**config.mk**
```make
export PLATFORM = sky130hd
export DESIGN_NAME = video_timing_gen_flat
export DESIGN_NICKNAME = d
export VERILOG_FILES = /design/src/rtl/video_timing_gen_if.sv /design/src/rtl/video_timing_gen.sv /design/src/flat_wrapper.sv
export SDC_FILE = /design/constraint.sdc
export NUM_CORES = 1
export LEC_CHECK = 0
export ABC_AREA = 0
export CORE_ASPECT_RATIO = 0.9
export CORE_MARGIN = 4
export CORE_UTILIZATION = 49
export DETAILED_ROUTE_END_ITERATION = 8
export GPL_TIMING_DRIVEN = 0
export PLACE_DENSITY = 0.88
export SETUP_SLACK_MARGIN = 0.02
export SKIP_LAST_GASP = 1
export SYNTH_ARGS = -nofsm -noshare
export SYNTH_HDL_FRONTEND = slang
export SYNTH_SLANG_ARGS = --single-unit
export TNS_END_PERCENT = 50
```
**constraint.sdc**
```tcl
create_clock -name pixel_clk -period 2.6 [get_ports pixel_clk]
set_clock_uncertainty 0.05 [all_clocks]
set_input_delay 0.52 -clock pixel_clk [delete_from_list [all_inputs] [get_ports pixel_clk]]
set_output_delay 0.52 -clock pixel_clk [all_outputs]
set_load 0.02 [all_outputs]
```
**src/rtl/video_timing_gen_if.sv**
```systemverilog
// ---------------------------------------------------------------------------
// video_if : raster video bus between the timing generator and the SoCFPGA
//            video controller.
//
// Signals
//   CLK    pixel clock forwarded by the master
//   HS     horizontal sync, active low
//   VS     vertical sync, active low
//   BLANK  1 while the pixel on RGB is in the active area
//   RGB    pixel {R,G,B}, CW bits per channel, 0 outside the active area
//
// Modports
//   master : drives every signal (timing generator side)
//   slave  : samples every signal (controller / monitor side)
// ---------------------------------------------------------------------------
interface video_if #(
  parameter int CW = 8
);
  logic            CLK;
  logic            HS;
  logic            VS;
  logic            BLANK;
  logic [3*CW-1:0] RGB;

  modport master (output CLK, HS, VS, BLANK, RGB);
  modport slave  (input  CLK, HS, VS, BLANK, RGB);
endinterface

```
**src/rtl/video_timing_gen.sv**
```systemverilog
// ---------------------------------------------------------------------------
// video_timing_gen : parametrised raster timing generator that locks a
//                    valid/ready pixel stream (with start-of-frame marker)
//                    onto the raster and drives the video_if master side.
//
// Ports
//   pixel_clk    in   pixel clock, forwarded as video_ifm.CLK
//   pixel_rst_n  in   asynchronous active-low reset
//   pix_data     in   pixel {R,G,B}, 3*CW bits
//   pix_valid    in   stream beat valid
//   pix_sof      in   beat is pixel (0,0) of a frame
//   pix_ready    out  beat accepted when pix_valid && pix_ready
//   pat_sel      in   test pattern select (only with VIDEO_PATTERN_EN)
//   video_ifm    video_if master: HS, VS (active low), BLANK, RGB
//   underflow    out  sticky: active pixel had no beat while locked
//   sync_err     out  sticky: accepted beat's SOF disagreed with raster
//   frame_cnt    out  completed frames, wraps
//
// Optional feature macro: VIDEO_PATTERN_EN adds the pat_sel input and the
// built-in colour-bar / checkerboard / white patterns.
//
// Stream lock state machine
//   state      | meaning
//   ST_RESYNC  | drain non-SOF beats, hold the first SOF beat
//   ST_WAIT    | SOF beat held, waiting for raster position (0,0)
//   ST_LOCKED  | one beat consumed per active pixel, SOF checked
//
// All video outputs are registered with a single cycle of latency.
// ---------------------------------------------------------------------------
module video_timing_gen #(
  parameter int HDISP  = 800,
  parameter int VDISP  = 480,
  parameter int HFP    = 40,
  parameter int HPULSE = 48,
  parameter int HBP    = 40,
  parameter int VFP    = 13,
  parameter int VPULSE = 3,
  parameter int VBP    = 29,
  parameter int CW     = 8
) (
  input  logic            pixel_clk,
  input  logic            pixel_rst_n,
  input  logic [3*CW-1:0] pix_data,
  input  logic            pix_valid,
  input  logic            pix_sof,
  output logic            pix_ready,
`ifdef VIDEO_PATTERN_EN
  input  logic [1:0]      pat_sel,
`endif
  video_if.master         video_ifm,
  output logic            underflow,
  output logic            sync_err,
  output logic [15:0]     frame_cnt
);

  localparam int HTOTAL = HDISP + HFP + HPULSE + HBP;
  localparam int VTOTAL = VDISP + VFP + VPULSE + VBP;
  localparam int HW     = $clog2(HTOTAL);
  localparam int VW     = $clog2(VTOTAL);

  localparam logic [HW-1:0] H_MAX = HW'(HTOTAL - 1);
  localparam logic [VW-1:0] V_MAX = VW'(VTOTAL - 1);

  // Region bounds kept at 32 bits so a zero back porch cannot overflow them.
  localparam logic [31:0] H_ACT_END  = 32'(HDISP);
  localparam logic [31:0] H_SYNC_BEG = 32'(HDISP + HFP);
  localparam logic [31:0] H_SYNC_END = 32'(HDISP + HFP + HPULSE);
  localparam logic [31:0] V_ACT_END  = 32'(VDISP);
  localparam logic [31:0] V_SYNC_BEG = 32'(VDISP + VFP);
  localparam logic [31:0] V_SYNC_END = 32'(VDISP + VFP + VPULSE);

  typedef enum logic [1:0] {
    ST_RESYNC = 2'd0,
    ST_WAIT   = 2'd1,
    ST_LOCKED = 2'd2
  } state_t;

  state_t           state_q, state_d;
  logic [HW-1:0]    h_q, h_d;
  logic [VW-1:0]    v_q, v_d;
  logic             hs_q, hs_d;
  logic             vs_q, vs_d;
  logic             blank_q, blank_d;
  logic [3*CW-1:0]  rgb_q, rgb_d;
  logic             underflow_q, underflow_d;
  logic             sync_err_q, sync_err_d;
  logic [15:0]      frame_cnt_q, frame_cnt_d;

  logic [31:0]      h_ext, v_ext;
  logic             h_last, v_last;
  logic             origin, active;
  logic             chk_cyc;
  logic             accept;
  logic             show_beat;
  logic             sof_err_ev;
  logic             under_ev;
  logic             pat_on;

  assign h_ext  = 32'(h_q);
  assign v_ext  = 32'(v_q);
  assign h_last = (h_q == H_MAX);
  assign v_last = (v_q == V_MAX);
  assign origin = (h_q == '0) && (v_q == '0);
  assign active = (h_ext < H_ACT_END) && (v_ext < V_ACT_END);

  // -------------------------------------------------------------------------
  // Optional test patterns
  // -------------------------------------------------------------------------
`ifdef VIDEO_PATTERN_EN
  localparam logic [31:0] BAR_W = (HDISP / 8 > 0) ? 32'(HDISP / 8) : 32'd1;

  logic [1:0]      pat_q;
  logic [31:0]     bar_raw;
  logic [2:0]      bar_idx;
  logic [2:0]      pat_bits;
  logic [3*CW-1:0] pat_rgb;

  always_ff @(posedge pixel_clk or negedge pixel_rst_n) begin
    if (!pixel_rst_n) pat_q <= 2'd0;
    else              pat_q <= pat_sel;
  end

  // Pixels beyond the eighth full bar repeat the last (black) bar.
  always_comb begin
    bar_raw  = h_ext / BAR_W;
    bar_idx  = (bar_raw > 32'd7) ? 3'd7 : bar_raw[2:0];
    pat_bits = 3'b000;
    case (pat_q)
      2'd1: begin
        case (bar_idx)
          3'd0:    pat_bits = 3'b111;
          3'd1:    pat_bits = 3'b110;
          3'd2:    pat_bits = 3'b011;
          3'd3:    pat_bits = 3'b010;
          3'd4:    pat_bits = 3'b101;
          3'd5:    pat_bits = 3'b100;
          3'd6:    pat_bits = 3'b001;
          default: pat_bits = 3'b000;
        endcase
      end
      2'd2:    pat_bits = (h_ext[4] ^ v_ext[4]) ? 3'b000 : 3'b111;
      2'd3:    pat_bits = 3'b111;
      default: pat_bits = 3'b000;
    endcase
  end

  assign pat_rgb = {{CW{pat_bits[2]}}, {CW{pat_bits[1]}}, {CW{pat_bits[0]}}};
  assign pat_on  = (pat_q != 2'd0);
`else
  assign pat_on  = 1'b0;
`endif

  // -------------------------------------------------------------------------
  // Raster counters
  // -------------------------------------------------------------------------
  always_comb begin
    h_d         = h_last ? '0 : h_q + 1'b1;
    v_d         = v_q;
    frame_cnt_d = frame_cnt_q;
    if (h_last) begin
      v_d = v_last ? '0 : v_q + 1'b1;
      if (v_last) frame_cnt_d = frame_cnt_q + 16'd1;
    end
  end

  // -------------------------------------------------------------------------
  // Stream lock state machine
  // -------------------------------------------------------------------------
  // chk_cyc marks cycles in which an accepted beat is displayed and its SOF
  // flag is checked against the raster. That includes the WAIT cycle at
  // (0,0), where the held SOF beat is consumed as the first locked pixel.
  always_comb begin
    state_d    = state_q;
    pix_ready  = 1'b0;
    chk_cyc    = 1'b0;
    case (state_q)
      ST_RESYNC: begin
        pix_ready = !(pix_valid && pix_sof);
        if (pix_valid && pix_sof) state_d = ST_WAIT;
      end
      ST_WAIT: begin
        pix_ready = origin;
        chk_cyc   = origin;
        if (origin) state_d = ST_LOCKED;
      end
      ST_LOCKED: begin
        pix_ready = active;
        chk_cyc   = 1'b1;
      end
      default: state_d = ST_RESYNC;
    endcase

    accept     = pix_valid && pix_ready;
    show_beat  = chk_cyc && active && accept;
    sof_err_ev = chk_cyc && accept && (pix_sof != origin);
    // A missing beat is skipped, not retried; a later SOF check catches the
    // resulting slip.
    under_ev   = chk_cyc && active && !pix_valid;

    if (sof_err_ev) state_d = ST_RESYNC;

    // Patterns own the raster: stream is stalled and flags are frozen.
    if (pat_on) begin
      pix_ready  = 1'b0;
      state_d    = ST_RESYNC;
      accept     = 1'b0;
      show_beat  = 1'b0;
      sof_err_ev = 1'b0;
      under_ev   = 1'b0;
    end
  end

  // -------------------------------------------------------------------------
  // Registered video outputs and flags
  // -------------------------------------------------------------------------
  always_comb begin
    hs_d        = !((h_ext >= H_SYNC_BEG) && (h_ext < H_SYNC_END));
    vs_d        = !((v_ext >= V_SYNC_BEG) && (v_ext < V_SYNC_END));
    blank_d     = active;
    rgb_d       = '0;
    if (active && show_beat) rgb_d = pix_data;
`ifdef VIDEO_PATTERN_EN
    if (active && pat_on) rgb_d = pat_rgb;
`endif
    underflow_d = underflow_q | under_ev;
    sync_err_d  = sync_err_q | sof_err_ev;
  end

  always_ff @(posedge pixel_clk or negedge pixel_rst_n) begin
    if (!pixel_rst_n) begin
      state_q     <= ST_RESYNC;
      h_q         <= '0;
      v_q         <= '0;
      hs_q        <= 1'b1;
      vs_q        <= 1'b1;
      blank_q     <= 1'b0;
      rgb_q       <= '0;
      underflow_q <= 1'b0;
      sync_err_q  <= 1'b0;
      frame_cnt_q <= 16'd0;
    end else begin
      state_q     <= state_d;
      h_q         <= h_d;
      v_q         <= v_d;
      hs_q        <= hs_d;
      vs_q        <= vs_d;
      blank_q     <= blank_d;
      rgb_q       <= rgb_d;
      underflow_q <= underflow_d;
      sync_err_q  <= sync_err_d;
      frame_cnt_q <= frame_cnt_d;
    end
  end

  assign video_ifm.CLK   = pixel_clk;
  assign video_ifm.HS    = hs_q;
  assign video_ifm.VS    = vs_q;
  assign video_ifm.BLANK = blank_q;
  assign video_ifm.RGB   = rgb_q;

  assign underflow = underflow_q;
  assign sync_err  = sync_err_q;
  assign frame_cnt = frame_cnt_q;

endmodule

```
**src/flat_wrapper.sv**
```systemverilog
// flat-port wrapper written by rule: the top's interface ports become plain ports
module video_timing_gen_flat 
#(
  parameter int HDISP  = 800,
  parameter int VDISP  = 480,
  parameter int HFP    = 40,
  parameter int HPULSE = 48,
  parameter int HBP    = 40,
  parameter int VFP    = 13,
  parameter int VPULSE = 3,
  parameter int VBP    = 29,
  parameter int CW     = 8
)
  (pixel_clk, pixel_rst_n, pix_data, pix_valid, pix_sof, pix_ready, underflow, sync_err, frame_cnt, video_ifm_CLK, video_ifm_HS, video_ifm_VS, video_ifm_BLANK, video_ifm_RGB);
  video_if #(.CW(CW)) video_ifm_i ();
  input  logic pixel_clk;
  input  logic pixel_rst_n;
  input  logic [3*CW-1:0] pix_data;
  input  logic pix_valid;
  input  logic pix_sof;
  output logic pix_ready;
  output logic underflow;
  output logic sync_err;
  output logic [15:0] frame_cnt;
  output wire logic [$bits(video_ifm_i.CLK)-1:0] video_ifm_CLK;
  output wire logic [$bits(video_ifm_i.HS)-1:0] video_ifm_HS;
  output wire logic [$bits(video_ifm_i.VS)-1:0] video_ifm_VS;
  output wire logic [$bits(video_ifm_i.BLANK)-1:0] video_ifm_BLANK;
  output wire logic [$bits(video_ifm_i.RGB)-1:0] video_ifm_RGB;
  assign video_ifm_CLK = video_ifm_i.CLK;
  assign video_ifm_HS = video_ifm_i.HS;
  assign video_ifm_VS = video_ifm_i.VS;
  assign video_ifm_BLANK = video_ifm_i.BLANK;
  assign video_ifm_RGB = video_ifm_i.RGB;
  video_timing_gen #(.HDISP(HDISP), .VDISP(VDISP), .HFP(HFP), .HPULSE(HPULSE), .HBP(HBP), .VFP(VFP), .VPULSE(VPULSE), .VBP(VBP), .CW(CW)) u_core (.pixel_clk(pixel_clk), .pixel_rst_n(pixel_rst_n), .pix_data(pix_data), .pix_valid(pix_valid), .pix_sof(pix_sof), .pix_ready(pix_ready), .video_ifm(video_ifm_i), .underflow(underflow), .sync_err(sync_err), .frame_cnt(frame_cnt));
endmodule
```
==> run metrics <==
worst skew pair latency ~0.44 ns; RSZ-0062 raised after global routing yes; # rows 27; biggest area consumer among synthesized cells dfrtp_1; final setup vio count 0; relative slew slack 0.4356; register area 0.001680 sq mm; grt total ovfl 0; synth top area cells dfrtp_1, and2_1, ha_1, xor2_1, xnor2_1; Reg2Reg Capture Point u_core.video_ifm.RGB[18]; Post-Synth Adder-Cell Area 0.04827; crit end category primary output; Placeable Area 0.006148 sq mm; fin crit period ~2.6 ns; Cells after Synth 278; setup slack, reg-to-reg approximately 0.5 ns; Initial Utilization 0.5059; DRT iter0 DRCs 150; GRT Total Usage 0.1848; top-count cell post-synth dfrtp_1; vias per cell a little over 5; DIE AREA 0.007689 sq mm; DR WL/cell approximately 14 um; post-synthesis register bit count 67; setup slack at placement -0.2917 ns; clock share of power 0.491; pwr/cell area 586.0 mW/mm^2; Hold Crit Class input pin to async pin; antenna cells 0; setup TNS 0 ns; Int Power 1944 uW; PortBufs 74; final core occ 0.7059; Async SR Flop Fraction 1.000; Arrival @ worst endpoint 1.99 ns; sequential-to-total area share from yosys stat 0.5398; vias in the first global route 2455; Multi-input gate area 0.001360 sq mm; routability cong. 0.8280; crit path launch type flip-flop; DR DRC count 0; simple-gate share of the synthesized area 0.2313; vias 2359; die height between 80 and 90 um; Leakage 0.002002 uW; largest family of logic cells by synthesized area simple AND/OR/NAND/NOR gates; R2R Path Start u_core.v_q[0]; post-DP HPWL roughly 4500 um; multiplexer area fraction after synthesis 0.003620; CP startpoint u_core.state_q[0]; power share of the combinational group 0.091; post-synthesis net count 318; xor-xnor portion of the synthesized cell area 0.07321; number of flops mapped to enable cells by yosys 0; initial antenna violation count 0; global-route wire length before repair 11300 um; I/O pin count 75; Reg clk slew, reported paths 0.08 ns; status finished clean; layout cells sized above 1 0.1561; Primary FF master, synth dfrtp_1; fin. max-slew vios 0; Fillers 442; Ys Warns 0; compound-cell area share of the yosys netlist 0.06677; R2R depth 9; Final Hold Vio Count 0; synthesized cell area between 0.003 and 0.004 sq mm; Synth top area share 0.5229; Worst VDD drop 0.5377 mV; CTS tree done; Routed Antenna Nets 0; Worst setup endpoint pix_ready; CP Class flip-flop to primary output; Tcrit/Tclk final 0.9847; Reg power frac 0.417; Yosys cell types 48; hold_ws 0.1198 ns; Max Clock Freq 390.6 MHz; Layout area overhead 39.54%; Avg Inst Size Synth approximately 11 sq um; largest net degree at the start of global routing between 60 and 70; worst setup margin between 0.03 and 0.04 ns; die width 91.99 um; max-cap violations 0; net count reported at finish 413; Sw Ratio 0.2358; CP required a little over 2 ns; P_sw roughly 600 uW; most frequent cells after synthesis dfrtp_1, and2_1, inv_1, nand2_1, nor2_1; drt pass-1 iters 4; worst-path fanout max 4; Routed WL 6716 um; Worst Max-Slew Pin Slew 0.8465 ns
==> per-layer routing <==
metal | track usage | share of wire
met2 | 0.2991 | 0.49
met3 | 0.09288 | 0.091
met5 | 0 | 0
met1 | 0.2060 | 0.41
met4 | 0.07692 | 0.013
==> sequential cells by signal (all words and copies together) (netlist names) <==
register	count
u_core.frame_cnt	16
u_core.video_ifm.BLANK	1
u_core.h_q	10
u_core.video_ifm.VS	1
u_core.video_ifm.RGB	24
u_core.sync_err	1
u_core.state_q	2
u_core.video_ifm.HS	1
u_core.v_q	10
u_core.underflow	1
==> kinds of logic (layout without fill, tap and decap cells) <==
logic type / count (synthesis) / after routing
fa+ha+maj: 12 / 12
compound gates: 30 / 30
xor+xnor: 26 / 26
flops: 67 / 67
buf+inv: 24 / 124
simple gates: 118 / 118
mux: 1 / 1
==> placed cells by master (no fill, tap or decap), drive strengths merged, types with 2 or more instances in the layout <==
cell type      netlist  final
and4                 3      3
clkdlybuf4s50        0     71
xnor2               12     12
inv                 16     18
o21ai               12     12
nor2b                4      4
bufinv               0      3
clkbuf               0     12
ha                  12     12
dfrtp               65     65
nand2               16     16
buf                  8     17
and2                25     25
a31oi                2      2
nor2                16     16
o211ai               2      2
nor3                10     10
nor4                 2      2
a21oi                2      2
xor2                14     14
nand4                8      8
dfstp                2      2
nand3               10     10
nand2b               3      3
and3                14     14
==> layout make-up <==
cell class / instances / share of cell area
well taps: 87 / 0.02508
inverters: 16 / 0.01384
repair buffers: 80 / 0.1793
clock inverters: 7 / 0.02854
flip-flops and latches: 67 / 0.3871
clock buffers: 13 / 0.04007
plain buffers: 8 / 0.01268
multi-input cells: 187 / 0.3133
==> power groups by stage <==
stage	clock [uW]	combinational, uW	sequential (uW)
2_1_floorplan	44.9	110	1080
3_3_place_gp	73.0	207	1080
3_5_place_dp	73.0	218	1080
4_1_cts	1280	235	1060
5_1_grt	1330	259	1060
6_report	1250	232	1060
==> how the worst min path moves through the flow <==
stage                         endpoint  slack [ns]  cells past startpoint
6_report                 u_core.h_q[1]        0.12                      1
5_1_grt        u_core.video_ifm.RGB[6]        0.19                      1
4_1_cts               u_core.underflow        0.14                      1
3_5_place_dp      u_core.frame_cnt[15]        0.41                      1
3_3_place_gp           u_core.sync_err        0.40                      1
2_1_floorplan      u_core.frame_cnt[0]        0.17                      0
==> stage by stage <==
step                      area [sq um]  total power, uW  instances
after detailed placement          3958             1373        439
after floorplan                   3110             1238        278
after global routing              4340             2653        465
final                             4340             2544        465
after global placement            3960             1362        439
after CTS                         4288             2579        461
==> worst max-delay path, cell delays in order (launching register included) <==
cell      delay [ns]
dfrtp_1         0.40
inv_1           0.10
ha_1            0.20
a21boi_1        0.15
a41oi_1         0.27
o31ai_4         0.13
nor2b_1         0.15
buf_4           0.15
==> repair_timing <==
item | CTS | global route
pin swaps | 3 | 3
endpoints found under the hold margin | 0 | 0
setup buffers | 3 | 4
hold buffers | 0 | 0
endpoints found under the setup margin | 2 | 1
gates resized for setup | 10 | 8
No activity file was read; power rests on OpenSTA's default activity.
